$ cat src/rtl/pcfx_bk_sd_pkg.sv
`default_nettype none
// +--------------------------------------------------------------------+
// | pcfx_bk_sd_pkg                                                     |
// | Shared types for the PC-FX backup-RAM sector mover.                |
// | Revision: 1.0                                                      |
// +--------------------------------------------------------------------+
package pcfx_bk_sd_pkg;

  localparam int BK_SECT_WORDS = 256;

  typedef enum logic [1:0] {
    BK_IDLE = 2'd0,
    BK_REQ  = 2'd1,
    BK_XFER = 2'd2,
    BK_NEXT = 2'd3
  } bk_state_t;

  typedef struct packed {
    logic [8:0] nsect;
    logic       ro;
    logic       valid;
  } bk_drive_t;

  // Image size is already in sectors (bytes >> 9); clip to the RAM capacity.
  function automatic logic [8:0] bk_clip_sect(input logic [54:0] size_sect,
                                              input logic [8:0]  max_sect);
    return (size_sect > {46'd0, max_sect}) ? max_sect : size_sect[8:0];
  endfunction

endpackage
`default_nettype wire

$ cat src/rtl/pcfx_bk_sd.sv
`default_nettype none
// +--------------------------------------------------------------------+
// | pcfx_bk_sd                                                         |
// | Moves 512-byte sectors between SAV/FXB images and backup RAM.      |
// | Revision: 1.0                                                      |
// +--------------------------------------------------------------------+
module pcfx_bk_sd
  import pcfx_bk_sd_pkg::*;
#(
  parameter int INT_SECT = 64,
  parameter int EXT_SECT = 256
) (
  input  logic        clk_sys,
  input  logic        reset,
  input  logic [1:0]  img_mounted,
  input  logic        img_readonly,
  input  logic [63:0] img_size,
  input  logic        bk_load,
  input  logic        bk_save,
  output logic [31:0] sd_lba,
  output logic [1:0]  sd_rd,
  output logic [1:0]  sd_wr,
  input  logic [1:0]  sd_ack,
  input  logic [7:0]  sd_buff_addr,
  input  logic [15:0] sd_buff_dout,
  input  logic        sd_buff_wr,
  output logic [15:0] sd_buff_din,
  output logic        ram_sel,
  output logic [15:0] ram_addr,
  output logic [15:0] ram_wdata,
  output logic        ram_we,
  input  logic [15:0] ram_rdata,
  output logic        bk_ena,
  output logic        busy
);

  bk_state_t  r_state, w_state_nx;
  bk_drive_t  r_drive [2];
  logic [1:0] r_pend_load, r_pend_save;
  logic       r_load_q, r_save_q;
  logic       r_drv, r_dir;
  logic       r_abort;
  logic [8:0] r_sector;

  logic [8:0] w_new_nsect [2];
  logic [1:0] w_new_valid, w_valid_nx, w_ro_nx;
  logic       w_load_rise, w_save_rise;
  logic       w_grant, w_gdrv, w_gdir, w_start;
  logic [1:0] w_gmask, w_clr_load, w_clr_save;
  logic       w_ack, w_last, w_drop;
  logic [8:0] w_sector_inc;
  logic       w_unused_size;

  assign w_unused_size = ^img_size[8:0];

  for (genvar d = 0; d < 2; d++) begin : g_drive
    localparam logic [8:0] C_MAX = (d == 0) ? 9'(INT_SECT) : 9'(EXT_SECT);
    assign w_new_nsect[d] = bk_clip_sect(img_size[63:9], C_MAX);
    assign w_new_valid[d] = (w_new_nsect[d] != 9'd0);
    assign w_valid_nx[d]  = img_mounted[d] ? w_new_valid[d] : r_drive[d].valid;
    assign w_ro_nx[d]     = img_mounted[d] ? img_readonly   : r_drive[d].ro;
  end

  assign w_load_rise  = bk_load & ~r_load_q;
  assign w_save_rise  = bk_save & ~r_save_q;
  assign w_ack        = sd_ack[r_drv];
  assign w_sector_inc = r_sector + 9'd1;
  assign w_last       = (w_sector_inc >= r_drive[r_drv].nsect);
  // A remount of the drive being transferred ends the job at the sector boundary.
  assign w_drop       = r_abort | img_mounted[r_drv];

  always_comb begin
    w_grant = 1'b1;
    w_gdrv  = 1'b0;
    w_gdir  = 1'b0;
    if (r_pend_load[0]) begin
      w_gdrv = 1'b0;
    end else if (r_pend_load[1]) begin
      w_gdrv = 1'b1;
    end else if (r_pend_save[0]) begin
      w_gdir = 1'b1;
    end else if (r_pend_save[1]) begin
      w_gdrv = 1'b1;
      w_gdir = 1'b1;
    end else begin
      w_grant = 1'b0;
    end
  end

  assign w_start    = (r_state == BK_IDLE) & w_grant;
  assign w_gmask    = w_gdrv ? 2'b10 : 2'b01;
  assign w_clr_load = (w_start & ~w_gdir) ? w_gmask : 2'b00;
  assign w_clr_save = (w_start &  w_gdir) ? w_gmask : 2'b00;

  always_ff @(posedge clk_sys) begin
    if (reset) r_state <= BK_IDLE;
    else       r_state <= w_state_nx;
  end

  always_comb begin
    w_state_nx = r_state;
    sd_rd      = 2'b00;
    sd_wr      = 2'b00;
    ram_we     = 1'b0;
    case (r_state)
      BK_IDLE: if (w_grant) w_state_nx = BK_REQ;
      BK_REQ: begin
        // Request is withdrawn combinationally as soon as ack rises.
        if (!w_ack) begin
          if (r_dir) sd_wr = r_drv ? 2'b10 : 2'b01;
          else       sd_rd = r_drv ? 2'b10 : 2'b01;
        end else begin
          w_state_nx = BK_XFER;
        end
      end
      BK_XFER: begin
        ram_we = ~r_dir & sd_buff_wr & w_ack & ~r_abort &
                 (r_sector < r_drive[r_drv].nsect);
        if (!w_ack) w_state_nx = BK_NEXT;
      end
      BK_NEXT: w_state_nx = (w_last || w_drop) ? BK_IDLE : BK_REQ;
      default: w_state_nx = BK_IDLE;
    endcase
  end

  always_ff @(posedge clk_sys) begin
    if (reset) begin
      for (int d = 0; d < 2; d++) r_drive[d] <= '0;
      r_pend_load <= 2'b00;
      r_pend_save <= 2'b00;
      r_load_q    <= 1'b0;
      r_save_q    <= 1'b0;
      r_drv       <= 1'b0;
      r_dir       <= 1'b0;
      r_abort     <= 1'b0;
      r_sector    <= 9'd0;
    end else begin
      r_load_q <= bk_load;
      r_save_q <= bk_save;
      for (int d = 0; d < 2; d++) begin
        if (img_mounted[d]) begin
          r_drive[d].nsect <= w_new_nsect[d];
          r_drive[d].ro    <= img_readonly;
          r_drive[d].valid <= w_new_valid[d];
        end
      end
      r_pend_load <= ((r_pend_load & ~w_clr_load) | (img_mounted & w_new_valid) |
                      ({2{w_load_rise}} & w_valid_nx)) & w_valid_nx;
      r_pend_save <= ((r_pend_save & ~w_clr_save) |
                      ({2{w_save_rise}} & w_valid_nx & ~w_ro_nx)) & w_valid_nx & ~w_ro_nx;
      if (w_start) begin
        r_drv    <= w_gdrv;
        r_dir    <= w_gdir;
        r_sector <= 9'd0;
        r_abort  <= img_mounted[w_gdrv];
      end else if (r_state != BK_IDLE && img_mounted[r_drv]) begin
        r_abort <= 1'b1;
      end
      if (r_state == BK_NEXT) r_sector <= w_sector_inc;
    end
  end

  assign sd_lba      = {23'd0, r_sector};
  assign sd_buff_din = ram_rdata;
  assign ram_sel     = r_drv;
  assign ram_addr    = {r_sector[7:0], sd_buff_addr};
  assign ram_wdata   = sd_buff_dout;
  assign bk_ena      = r_drive[0].valid;
  assign busy        = (r_state != BK_IDLE);

endmodule
`default_nettype wire
$ cat config.mk
export PLATFORM = sky130hd
export DESIGN_NAME = pcfx_bk_sd
export DESIGN_NICKNAME = d
export VERILOG_FILES = /design/src/rtl/pcfx_bk_sd_pkg.sv /design/src/rtl/pcfx_bk_sd.sv
export SDC_FILE = /design/constraint.sdc
export NUM_CORES = 1
export LEC_CHECK = 0
export ABC_AREA = 1
export CELL_PAD_IN_SITES_DETAIL_PLACEMENT = 0
export CELL_PAD_IN_SITES_GLOBAL_PLACEMENT = 1
export CORE_UTILIZATION = 28
export DETAILED_ROUTE_END_ITERATION = 8
export GPL_TIMING_DRIVEN = 0
export PLACE_DENSITY_LB_ADDON = 0.1
export SLEW_MARGIN = 20
export SYNTH_ARGS = -nofsm -noshare
export SYNTH_HDL_FRONTEND = slang
export SYNTH_SLANG_ARGS = --single-unit
$ cat constraint.sdc
create_clock -name clk_sys -period 6.1 [get_ports clk_sys]
set_input_delay 1.22 -clock clk_sys [delete_from_list [all_inputs] [get_ports clk_sys]]
set_output_delay 1.22 -clock clk_sys [all_outputs]
set_load 0.01 [all_outputs]
==> impl_metrics.env, run 1 <==
export IMPL_via_per_inst=4.25
export IMPL_hold_path_class="flip-flop to flip-flop"
export IMPL_final_setup_tns_ns=0
export IMPL_grt_pass1_vias=3132
export IMPL_core_area_sq_mm=0.0120
export IMPL_worstSetupPathType="input pin to primary output"
export IMPL_drc=0
export IMPL_hold_viol=0
export IMPL_clkSinkCount=43
export IMPL_post_cts_resized=0
export IMPL_rows=40
export IMPL_end_kind="primary output"
export IMPL_cp_max_fo=3
export IMPL_synth_area_sq_mm=0.00345
export IMPL_place_hpwl_microns=7470
export IMPL_area_delta_synth_final_pct=49.5
export IMPL_synthCells=450
export IMPL_postCtsSetupBuffers=0
export IMPL_power_mw=1.03
export IMPL_cap_viol_max_count=0
export IMPL_start_util_pct=28.8
export IMPL_setup_viol=0
export IMPL_antenna_cells=0
export IMPL_fmax_mhz=238
export IMPL_drt_total_wl_microns=8610
export IMPL_grt_pass1_wl_microns=14100
export IMPL_critical_path_max_stage_delay_ns=0.54
export IMPL_synth_seq_cells=43
export IMPL_critPathLaunchType="input pin"
export IMPL_clock_latency_ns=0.29
export IMPL_postRouteAntennaNets=0
export IMPL_cts_hold_buffers=0
export IMPL_rsz0062_at_grt="no"
export IMPL_yosys_cell_types_count=44
export IMPL_n_fill_cell=1260
export IMPL_clockRootBuffer="clkbuf_16"
export IMPL_io_pins=202
export IMPL_wl_per_cell_microns=11.4
export IMPL_cpMaxStageDelayCell="clkdlybuf4s50_1"
export IMPL_power_density_mw_per_mm2=199
export IMPL_maxSlewHeadroom_pct=63.3
export IMPL_dieArea_sq_mm=0.0128
export IMPL_status="finished, final reports clean"
export IMPL_nets=746
export IMPL_path_clk_slew_ns=0.06
export IMPL_via_count=3221
export IMPL_die_h_microns=113
export IMPL_clock_path_buffers=2
export IMPL_drive_above_1_share_pct=18.0
export IMPL_finalMaxSlewViolations=0
export IMPL_place_area_sq_mm=0.00501
export IMPL_worst_pin_slew_ns=0.551
export IMPL_antenna_found_initial=0
export IMPL_stdcell_area_sq_mm=0.00516
export IMPL_port_buffers=128
export IMPL_avgSynthCellArea_sq_um=7.68
export IMPL_ys_warn_count=0
export IMPL_crit_top_cell="clkdlybuf4s50_1"
export IMPL_path_cells="clkdlybuf4s50_1, or2_1, o21ai_2, nor3_1, o2111ai_1, nor2_1, clkdlybuf4s50_1"
export IMPL_cts_buffers=5
export IMPL_grt_usage_pct=13.7
export IMPL_worst_clock_skew_ns=0.00292
export IMPL_leakage_nw=2.26
export IMPL_arrival_ns=2.98
export IMPL_min_period_over_period_pct=68.9
export IMPL_die_w_microns=113
export IMPL_h_tree_depth=2
export IMPL_grt_max_degree=15
export IMPL_yosysSeqAreaShare_pct=31.3
export IMPL_period_needed_ns=4.20
export IMPL_dr_pass1_iters=4
export IMPL_cts_tree="built"
export IMPL_critPathRequiredTime_ns=4.88
export IMPL_place_congestion=0.776
export IMPL_ir_drop_v=0.0000918
export IMPL_overflow=0
export IMPL_drt_iter0_markers=160
[cells in the final DEF (no fill, tap or decap), types with 2 or more instances in the layout]
master / n
o21ai_0: 8
clkdlybuf4s50_1: 128
a211oi_1: 2
nor2_2: 3
nand2_1: 72
inv_1: 39
clkbuf_8: 2
nand3_2: 3
a21oi_1: 24
dfxtp_1: 21
nor3_1: 12
o21ai_1: 2
clkbuf_16: 5
o21ai_2: 2
clkbuf_1: 2
buf_4: 71
edfxtp_1: 22
a21boi_1: 12
nand3_1: 11
xor2_1: 4
nor2_1: 63
inv_2: 10
nor2_4: 2
nand4_1: 9
ha_1: 23
mux2i_1: 8
and2_1: 2
nor4_1: 2
nand2_2: 3
conb_1: 25
[power by group]
group / leakage, nW / total (mW) / internal (mW) / switching, mW
logic: 1.78 / 0.392 / 0.194 / 0.198
registers: 0.408 / 0.354 / 0.332 / 0.0220
clock network: 0.0731 / 0.280 / 0.164 / 0.117
total: 2.26 / 1.03 / 0.690 / 0.336
[cell usage after synthesis, drive strengths merged]
master | n | area (sq um)
ha | 23 | 288
and2 | 3 | 21.3
nand4 | 9 | 56.3
o211ai | 1 | 12.5
o21a | 1 | 7.51
a21oi | 25 | 129
or2 | 1 | 6.26
nor3 | 13 | 76.3
o22ai | 1 | 6.26
nor4 | 2 | 12.5
nand2 | 75 | 289
xor2 | 4 | 35.0
buf | 72 | 538
edfxtp | 22 | 661
o221ai | 1 | 8.76
a21boi | 13 | 97.6
o2111ai | 1 | 8.76
nand3 | 14 | 85.1
mux2 | 1 | 11.3
nor2 | 68 | 278
mux2i | 8 | 80.1
a31oi | 2 | 18.8
clkbuf | 3 | 21.3
a211oi | 2 | 15.0
dfxtp | 21 | 420
inv | 49 | 184
a211o | 1 | 8.76
o21ai | 12 | 67.6
conb | 1 | 3.75
o21bai | 1 | 7.51
[final cells by class]
class                           count  area, sq um  share of cell area (%)
Multi-Input combinational cell    307         1720                    33.3
Clock inverter                      2         16.3                   0.315
Clock buffer                        6          139                    2.69
Sequential cell                    43         1080                    20.9
Tap cell                          147          184                    3.56
Buffer                             75          559                    10.8
Timing Repair Buffer              128         1280                    24.8
Inverter                           49          184                    3.56
[final timing paths]
path | from | end | slack [ns] | depth (start not counted)
hold reg to reg | r_drive[1][1] | r_pend_save[1] | 0.53 | 3
hold / removal | r_drive[1][1] | r_pend_save[1] | 0.53 | 3
setup reg to reg | r_sector[0] | r_state[0] | 3.77 | 12
setup / recovery | sd_ack[0] | ram_we | 1.90 | 7
[cells by family (layout without fill, tap and decap cells)]
family / Yosys count / count (layout) / share of synthesized area [%]
other: 1 / 25 / 0.109
adders and majority gates: 23 / 23 / 8.33
and+or+nand+nor: 185 / 185 / 23.9
AOI/OAI and AO/OA: 61 / 61 / 11.2
DFF: 43 / 43 / 31.3
buffers and inverters: 124 / 260 / 21.5
muxes: 9 / 9 / 2.64
xor gates and xnor gates: 4 / 4 / 1.01
[critical path: cells and delay by family]
| kind | cells | cell delay (ns) |
|---|---|---|
| compound gates | 2 | 0.30 |
| buf+inv | 2 | 0.99 |
| simple gates | 3 | 0.47 |
[metrics by stage]
stage / setup slack, ns / cells / hold WS (ns) / util (%)
after floorplan: 2.99 / 474 / 0.488 / -
after global placement: 1.83 / 749 / 0.505 / 41.7
after detailed placement: 1.86 / 749 / 0.519 / 41.7
after CTS: 1.85 / 757 / 0.527 / 43.0
after global routing: 1.79 / 757 / 0.556 / 43.0
final: 1.90 / 757 / 0.526 / 43.0
[registers in the layout (all words and copies together) (netlist names), named ones only]
name	flops
r_load_q	1
r_drive	22
r_dir	1
r_state	2
r_sector	9
r_pend_save	2
r_pend_load	2
r_save_q	1
ram_sel	1
r_abort	1
[routing by layer]
| layer | GRT usage, % | wire, microns | vias up |
|---|---|---|---|
| met5 | 0 | 0 | - |
| met4 | 4.65 | 138 | 0 |
| met3 | 3.59 | 619 | 11 |
| met2 | 23.5 | 4160 | 123 |
| met1 | 16.6 | 3690 | 1391 |
| li1 | - | - | 1696 |
Power figures use the tool's default switching activity.
==> inputs of run 2 (changes only) <==
CORE_UTILIZATION = 24   (was 28)
clock period = 3.56 ns   (was 6.1 ns; I/O delays follow)
==> impl_metrics.env, run 2 (synthesis results as in run 1) <==
export IMPL_status="finished, final reports clean"
export IMPL_intPower_mw=1.26
export IMPL_cts_tree="built"
export IMPL_reg2reg_slack_ns=1.17
export IMPL_worstSetupPathType="flip-flop to primary output"
export IMPL_io_pins=202
export IMPL_hold_viol=0
export IMPL_power_density_mw_per_mm2=352
export IMPL_core_area_sq_mm=0.0139
export IMPL_largest_reg_flops=22
export IMPL_critPathLaunchType="flip-flop"
export IMPL_area_delta_synth_final_pct=52.1
export IMPL_wl_per_cell_microns=11.3
export IMPL_pwr_share_clk_pct=29.7
export IMPL_place_hpwl_microns=7550
export IMPL_setup_viol=0
export IMPL_die_w_microns=122
export IMPL_min_period_over_period_pct=94.3
export IMPL_postCtsSetupBuffers=0
export IMPL_dieArea_sq_mm=0.0149
export IMPL_grt_pass1_wl_microns=14100
export IMPL_regArea_sq_mm=0.00108
export IMPL_hold_ws_ns=0.523
export IMPL_combPwrFrac_pct=37.4
export IMPL_fmax_mhz=298
export IMPL_n_fill_cell=1448
export IMPL_power_mw=1.85
export IMPL_hold_path_class="flip-flop to flip-flop"
export IMPL_clock_latency_ns=0.28
export IMPL_drt_total_wl_microns=8910
export IMPL_finalMaxSlewViolations=0
export IMPL_p_sw_share_pct=31.8
export IMPL_mostFrequentLayoutCells="128 x clkdlybuf4s50_1, 72 x nand2_1, 71 x buf_4, 63 x nor2_1, 39 x inv_1"
export IMPL_rsz0062_at_grt="no"
export IMPL_ir_drop_v=0.000206
export IMPL_place_congestion=0.715
export IMPL_postRouteAntennaNets=0
export IMPL_die_h_microns=122
export IMPL_utilization_pct=37.7
export IMPL_placed_cells=782
export IMPL_via_per_inst=4.08
export IMPL_reg2reg_to="r_state[0]"
export IMPL_hold_depth=3
export IMPL_clkSinkCount=43
export IMPL_drive_above_1_share_pct=18.5
export IMPL_period_needed_ns=3.36
export IMPL_port_buffers=128
export IMPL_cts_hold_buffers=0
export IMPL_final_common_cell="clkdlybuf4s50_1"
export IMPL_dpl_worst_slack_ns=0.309
export IMPL_worst_clock_skew_ns=0.00421
export IMPL_rows=43
export IMPL_max_flop_register="r_drive"
export IMPL_r2r_cells=12
export IMPL_dr_pass1_iters=4
export IMPL_worstReg2RegStart="r_sector[0]"
export IMPL_antenna_cells=0
export IMPL_grt_pass1_vias=3066
export IMPL_hold_end="r_pend_save[1]"
export IMPL_critPathRequiredTime_ns=2.85
export IMPL_cts_buffers=5
export IMPL_finalNonFillerCells=790
export IMPL_reg_top3="r_drive (22), r_sector (9)"
export IMPL_clock_path_buffers=2
export IMPL_path_clk_slew_ns=0.06
export IMPL_h_tree_depth=2
export IMPL_cp_max_fo=9
export IMPL_via_count=3224
export IMPL_post_cts_resized=0
export IMPL_start_util_pct=24.8
export IMPL_cap_viol_max_count=0
export IMPL_leakage_nw=2.27
export IMPL_p_switching_mw=0.588
export IMPL_grt_usage_pct=11.9
export IMPL_nets=746
export IMPL_p_seq_share_pct=32.9
export IMPL_setup_ws_ns=0.203
export IMPL_stdcell_area_sq_mm=0.00526
export IMPL_drt_iter0_markers=131
export IMPL_overflow=0
export IMPL_end_kind="primary output"
export IMPL_clockRootBuffer="clkbuf_16"
export IMPL_grt_max_degree=15
export IMPL_place_area_sq_mm=0.00505
export IMPL_final_setup_tns_ns=0
export IMPL_multiInputGateArea_sq_mm=0.00174
export IMPL_maxSlewHeadroom_pct=62.6
export IMPL_arrival_ns=2.64
export IMPL_worst_pin_slew_ns=0.560
export IMPL_drc=0
export IMPL_min_from="r_drive[1][1]"
export IMPL_antenna_found_initial=0
run 2: worst max path at each step:
| stage | slack [ns] | endpoint | cells after the start | from |
|---|---|---|---|---|
| after floorplan | 1.20 | ram_we | 8 | flip-flop |
| after global placement | 0.26 | ram_we | 7 | sd_ack[0] |
| after detailed placement | 0.31 | ram_we | 7 | sd_ack[0] |
| after CTS | 0.03 | ram_we | 9 | flip-flop |
| after global routing | 0.03 | ram_we | 9 | flip-flop |
| final | 0.20 | ram_we | 9 | flip-flop |
run 2: area by class of cell:
type | count | share of cell area [%]
sequential | 43 | 20.6
clock inverter | 2 | 0.738
multi-input combinational | 307 | 33.2
tap | 180 | 4.29
buffer | 75 | 10.7
inverter | 49 | 3.50
timing repair buffer | 128 | 24.4
clock buffer | 6 | 2.64
run 2: power by group through the flow:
| stage | combinational [mW] | sequential (mW) | clock (mW) |
|---|---|---|---|
| 6_report | 0.692 | 0.609 | 0.550 |
| 5_1_grt | 0.781 | 0.615 | 0.574 |
| 4_1_cts | 0.693 | 0.609 | 0.560 |
| 3_5_place_dp | 0.689 | 0.620 | 0 |
| 3_3_place_gp | 0.681 | 0.619 | 0 |
| 2_1_floorplan | 0.416 | 0.610 | 0 |
run 2: per-layer routing:
metal / global-route usage (%) / part of all wire, % / wire [microns]
met5: 0 / 0 / 0
met4: 2.55 / 0.83 / 74
met3: 2.90 / 7.2 / 639
met2: 21.0 / 48 / 4250
met1: 14.5 / 44 / 3940
run 2: critical path: stages (launching register included):
cell,delay [ns]
dfxtp_1,0.31
clkbuf_4,0.23
mux2i_1,0.32
ha_1,0.31
nand2_1,0.10
nor2_1,0.07
a211oi_2,0.19
o2111ai_2,0.17
nor2_1,0.12
clkdlybuf4s50_1,0.55
